$ cat src/rtl/fp_to_int_pipe.sv
// Two-stage converter from {sign, exp, 0.frac x 2^exp} to sign-magnitude or two's-complement integer.
// Define FP2INT_ROUND_EN for round-to-nearest (ties away from zero); default build truncates.
module fp_to_int_pipe #(
    parameter int EXP_W  = 4,
    parameter int FRAC_W = 8,
    parameter int INT_W  = 8,
    parameter int CNT_W  = 8
) (
    input  logic                    clk,
    input  logic                    reset_n,
    input  logic                    in_valid,
    output logic                    in_ready,
    input  logic [EXP_W+FRAC_W:0]   fp_in,
    input  logic                    twos_mode,
    output logic                    out_valid,
    input  logic                    out_ready,
    output logic [INT_W-1:0]        int_out,
    output logic                    uf,
    output logic                    of,
    input  logic                    cnt_clr,
    output logic [CNT_W-1:0]        uf_cnt,
    output logic [CNT_W-1:0]        of_cnt
);

    localparam int MAG_W = INT_W - 1;

    logic              sign_in;
    logic [EXP_W-1:0]  exp_in;
    logic [FRAC_W-1:0] frac_in;
    assign {sign_in, exp_in, frac_in} = fp_in;

    logic v1_q, v2_q;
    logic en1, en2, fire;

    logic              exp_big;
    int                shift_amt;
    logic [FRAC_W:0]   ext;

    logic              nz1_d, ovf1_d;
    logic [MAG_W-1:0]  mag1_d;
    logic              sign1_q, twos1_q, nz1_q, ovf1_q;
    logic [MAG_W-1:0]  mag1_q;
`ifdef FP2INT_ROUND_EN
    logic              rbit1_d, rbit1_q;
`endif

    logic [INT_W-1:0]  mag2;
    logic [INT_W-1:0]  int_d, int_out_q;
    logic              uf_d, of_d, uf_q, of_q;
    logic [CNT_W-1:0]  uf_cnt_d, of_cnt_d, uf_cnt_q, of_cnt_q;

`ifdef FP2INT_ROUND_EN
    // The first discarded bit set means the remainder is >= one half, so a
    // magnitude increment rounds to nearest with ties away from zero.
    function automatic logic [INT_W-1:0] round_half_away(input logic [MAG_W-1:0] mag,
                                                         input logic rbit);
        return {1'b0, mag} + INT_W'(rbit);
    endfunction
`endif

    function automatic logic [INT_W-1:0] format_out(input logic s, input logic twos,
                                                    input logic ovf,
                                                    input logic [INT_W-1:0] mag);
        if (ovf) begin
            if (twos)
                return s ? {1'b1, {MAG_W{1'b0}}} : {1'b0, {MAG_W{1'b1}}};
            return {s, {MAG_W{1'b1}}};
        end
        if (twos)
            return s ? -mag : mag;
        return {s, mag[MAG_W-1:0]};
    endfunction

    assign en2      = !v2_q || out_ready;
    assign en1      = !v1_q || en2;
    assign in_ready = en1;
    assign fire     = v2_q && out_ready;

    // Stage 1: classification and aligned magnitude; bit 0 of ext is the round bit.
    always_comb begin
        exp_big   = int'(exp_in) > INT_W - 1;
        nz1_d     = |frac_in;
        ovf1_d    = nz1_d && exp_big;
        shift_amt = exp_big ? 0 : FRAC_W - int'(exp_in);
        ext       = {frac_in, 1'b0} >> shift_amt;
        mag1_d    = MAG_W'(ext >> 1);
`ifdef FP2INT_ROUND_EN
        rbit1_d   = ext[0];
`endif
    end

    always_ff @(posedge clk) begin
        if (en1 && in_valid) begin
            sign1_q <= sign_in;
            twos1_q <= twos_mode;
            nz1_q   <= nz1_d;
            ovf1_q  <= ovf1_d;
            mag1_q  <= mag1_d;
`ifdef FP2INT_ROUND_EN
            rbit1_q <= rbit1_d;
`endif
        end
    end

    // Stage 2: rounding, flags and output formatting.
    always_comb begin
`ifdef FP2INT_ROUND_EN
        mag2  = round_half_away(mag1_q, rbit1_q);
`else
        mag2  = {1'b0, mag1_q};
`endif
        of_d  = ovf1_q || mag2[INT_W-1];
        uf_d  = nz1_q && !of_d && (mag2 == '0);
        int_d = format_out(sign1_q, twos1_q, of_d, mag2);
    end

    always_comb begin
        uf_cnt_d = uf_cnt_q;
        of_cnt_d = of_cnt_q;
        if (cnt_clr) begin
            uf_cnt_d = '0;
            of_cnt_d = '0;
        end else begin
            if (fire && uf_q && !(&uf_cnt_q))
                uf_cnt_d = uf_cnt_q + CNT_W'(1);
            if (fire && of_q && !(&of_cnt_q))
                of_cnt_d = of_cnt_q + CNT_W'(1);
        end
    end

    always_ff @(posedge clk or negedge reset_n) begin
        if (!reset_n) begin
            v1_q      <= 1'b0;
            v2_q      <= 1'b0;
            int_out_q <= '0;
            uf_q      <= 1'b0;
            of_q      <= 1'b0;
            uf_cnt_q  <= '0;
            of_cnt_q  <= '0;
        end else begin
            if (en1)
                v1_q <= in_valid;
            if (en2)
                v2_q <= v1_q;
            if (en2 && v1_q) begin
                int_out_q <= int_d;
                uf_q      <= uf_d;
                of_q      <= of_d;
            end
            uf_cnt_q <= uf_cnt_d;
            of_cnt_q <= of_cnt_d;
        end
    end

    assign out_valid = v2_q;
    assign int_out   = int_out_q;
    assign uf        = uf_q;
    assign of        = of_q;
    assign uf_cnt    = uf_cnt_q;
    assign of_cnt    = of_cnt_q;

endmodule

$ cat config.mk
export PLATFORM = sky130hd
export DESIGN_NAME = fp_to_int_pipe
export DESIGN_NICKNAME = d
export VERILOG_FILES = /design/src/rtl/fp_to_int_pipe.sv
export SDC_FILE = /design/constraint.sdc
export NUM_CORES = 1
export LEC_CHECK = 0
export BUFFER_PORTS_ARGS = -buffer_cell sky130_fd_sc_hd__buf_2
export CAP_MARGIN = 10
export CORE_MARGIN = 1.5
export CORE_UTILIZATION = 58
export DETAILED_ROUTE_END_ITERATION = 8
export PLACE_DENSITY = 0.81
export REMOVE_ABC_BUFFERS = 1
export SYNTH_ARGS = -nofsm -noshare
export SYNTH_HDL_FRONTEND = slang
export SYNTH_SLANG_ARGS = --single-unit
$ cat constraint.sdc
create_clock -name clk -period 4.5 [get_ports clk]
set_clock_uncertainty 0.2 [all_clocks]
set_input_delay 0.675 -clock clk [delete_from_list [all_inputs] [get_ports clk]]
set_output_delay 0.675 -clock clk [all_outputs]
set_load 0.01 [all_outputs]
==> results by group <==
Clock network
  • Setup Fix Bufs, Post-CTS: 0
  • Root Buffer: clkbuf_8
  • Clock sinks: 39
  • CTS clk-pin slew, worst paths: 0.07 ns
  • Worst-Skew Late Latency: 0.30 ns
  • CTS tree: built
  • CTS max path bufs: 2
  • Cts hold-fix bufs: 0
  • # resized after CTS: 0
  • CTS buffer count: 5
  • H-tree depth: 2

Floorplanning
  • Rows: 22
  • Die width: 64.88 um
  • Top-level port count: 47
  • Core area: 3661 um^2
  • Starting Density: 60.66%
  • Chip height: 64.88 um
  • Die area: 4209 um^2

Timing
  • Period utilization: 54.53%
  • RSZ-0062 raised after global routing: false
  • Highest clock rate: 0.4075 GHz
  • Final Hold Violating Endpoints: 0
  • Slew Limit Fails: 0
  • Worst-margin pin slew: 0.6155 ns
  • Slew headroom: 58.96%
  • Final min period: 2.454 ns
  • Post-route setup slack: 2.046 ns
  • Setup-failing EPs final: 0
  • Setup TNS: 0 ns

Yosys
  • Syn Area/Cell: 10.19 um^2
  • Ys Warns: 0
  • Gate Count Post-Synth: 218
  • Seq cells post-synth: 39
  • Asr flop ratio synth: 71.79%
  • Number of synthesized flops with an enable pin: 11
  • Register area share after synthesis: 46.42%
  • Top_reg_cell synth: dfrtp_1
  • Distinct cells, synth: 51
  • Post-Syn Area: 2221 um^2

Worst setup path
  • Reg-to-reg startpoint: uf_cnt[0]$_DFFE_PN0P_
  • Crit path to: mag1_q[2]$_SDFFCE_PP0P_
  • CP startpoint: fp_in[8]
  • Worst reg2reg path depth: 5
  • R2r endpoint: uf_cnt[1]$_DFFE_PN0P_
  • Crit start category: input port
  • CP max FO: 6
  • R2r setup slk: 2.53 ns
  • Worst path arrival time: 2.30 ns
  • Critical Path End Type: flop
  • WS Path Type: input port to flop
  • CP required: 4.35 ns

Global route
  • Gr usage total: 22.34%
  • Overflow left after global routing: 0
  • Antenna violations before repair: 0
  • Largest net degree at the start of global routing: 29
  • First-pass GRT wire length: 7148 um
  • Number of global-route vias before repair: 1683

Place
  • Port-buffer cells: 46
  • Global placer's final weighted congestion: 0.8560
  • Dpl ws: 1.745 ns
  • Post-DP HPWL: 3168 um

Final layout
  • Fillers: 289
  • Fraction of layout cells with a size suffix above 1: 24.06%
  • Final core occ: 69.99%
  • Inserted Diodes: 0
  • Commonest non-fill, non-tap cell in the layout: buf_2
  • Most frequent cells in the layout: 46 x buf_2, 28 x dfrtp_1, 22 x nor2_1, 19 x nand2_1
  • Nets: 288
  • Area grow syn2layout: 15.38%

Job
  • Total of max-cap violations: 0

Route
  • Initial drt markers: 115
  • Via density: 5.685
  • DRC violations left: 0
  • Routed len/inst: 13.82 um
  • Via count: 1785
  • Post-route ant nets: 0
  • Drt total wl: 4339 um
  • Drt pass-1 iters: 4

Power and ir drop
  • Pwr dens: 304.3 nW/um^2
  • Leakage: 1.173 nW
  • Maximum VDD drop: 161.9 uV

Status
  • Status: finished clean

Worst hold path
  • HP Class: input port to asynchronous set/reset pin
cells by family (layout without fill, tap and decap cells):
family | count (synthesis) | after routing | share of synthesized area (%)
buffers and inverters | 14 | 62 | 2.704
DFF | 39 | 39 | 46.42
xor gates and xnor gates | 9 | 9 | 3.549
and+or+nand+nor | 91 | 91 | 21.35
AOI/OAI and AO/OA | 48 | 48 | 15.55
adders and majority gates | 4 | 4 | 2.254
muxes | 13 | 13 | 8.169
stage by stage:
| stage | cells | hold WS [ns] | power, mW | area (um^2) |
|---|---|---|---|---|
| detailed placement | 306 | 0.2617 | 0.5570 | 2481 |
| CTS | 314 | 0.2027 | 0.7815 | 2562 |
| finish | 314 | 0.1772 | 0.7797 | 2562 |
| floorplan | 212 | 0.1794 | 0.5022 | 2191 |
| global placement | 306 | 0.2584 | 0.5530 | 2481 |
| global route | 314 | 0.2388 | 0.8168 | 2562 |
power by group:
| part | internal, mW | switching, mW | total [mW] |
|---|---|---|---|
| Combinational | 0.0598 | 0.0734 | 0.133 |
| Clock | 0.109 | 0.121 | 0.230 |
| Sequential | 0.394 | 0.0221 | 0.416 |
| Total | 0.563 | 0.217 | 0.780 |
Yosys cell counts, types with 3 or more instances:
library cell	count	area [um^2]
dfrtp_1	28	700.7
nor2_1	22	82.58
nand2_1	19	71.32
a21oi_1	12	60.06
o21ai_0	12	60.06
edfxtp_1	11	330.3
inv_1	8	30.03
mux2i_1	8	80.08
nand3_1	8	40.04
nor4_1	7	43.79
nand2b_1	6	37.54
and2_1	5	31.28
xnor2_1	5	43.79
a22o_1	4	35.03
and3_1	4	25.02
ha_1	4	50.05
o31ai_1	4	30.03
xor2_1	4	35.03
clkbuf_1	3	11.26
nand4_1	3	18.77
nor2b_1	3	18.77
nor3_1	3	15.01
metal layers:
layer	wire length (um)	track usage [%]	vias up	part of all wire (%)
met2	2089	38.02	41	48
met5	0	0	-	0
met3	170	4.167	8	3.9
li1	-	-	904	-
met1	2004	26.83	832	46
met4	75	11.70	0	1.7
worst min path at each step:
stage	start	endpoint	slack, ns	depth (start not counted)
2_1_floorplan	reset_n	int_out[0]$_DFFE_PN0P_	0.18	0
3_3_place_gp	int_out[7]$_DFFE_PN0P_	int_out[7]$_DFFE_PN0P_	0.26	2
3_5_place_dp	int_out[4]$_DFFE_PN0P_	int_out[4]$_DFFE_PN0P_	0.26	2
4_1_cts	reset_n	int_out[0]$_DFFE_PN0P_	0.20	1
5_1_grt	reset_n	uf_cnt[7]$_DFFE_PN0P_	0.24	1
6_report	reset_n	int_out[0]$_DFFE_PN0P_	0.18	1
sequential cells by signal, summed over array words and instances (netlist names), 7 cells and up:
| name | count |
|---|---|
| int_out | 8 |
| mag1_q | 7 |
| of_cnt | 8 |
| uf_cnt | 8 |
critical path: stages:
cell and delay, ns:
buf_2 0.14, inv_1 0.05, ha_1 0.33, nor2b_2 0.28
mux4_1 0.58, a22o_1 0.24
final cells by class:
type	instances	area, um^2	area share, %
timing repair buffer	46	230.2	8.984
clock inverter	1	5.005	0.1953
inverter	8	30.03	1.172
tap	48	60.06	2.344
clock buffer	7	76.32	2.979
multi-input combinational	165	1130	44.09
sequential	39	1031	40.23
Power figures use the tool's default switching activity.
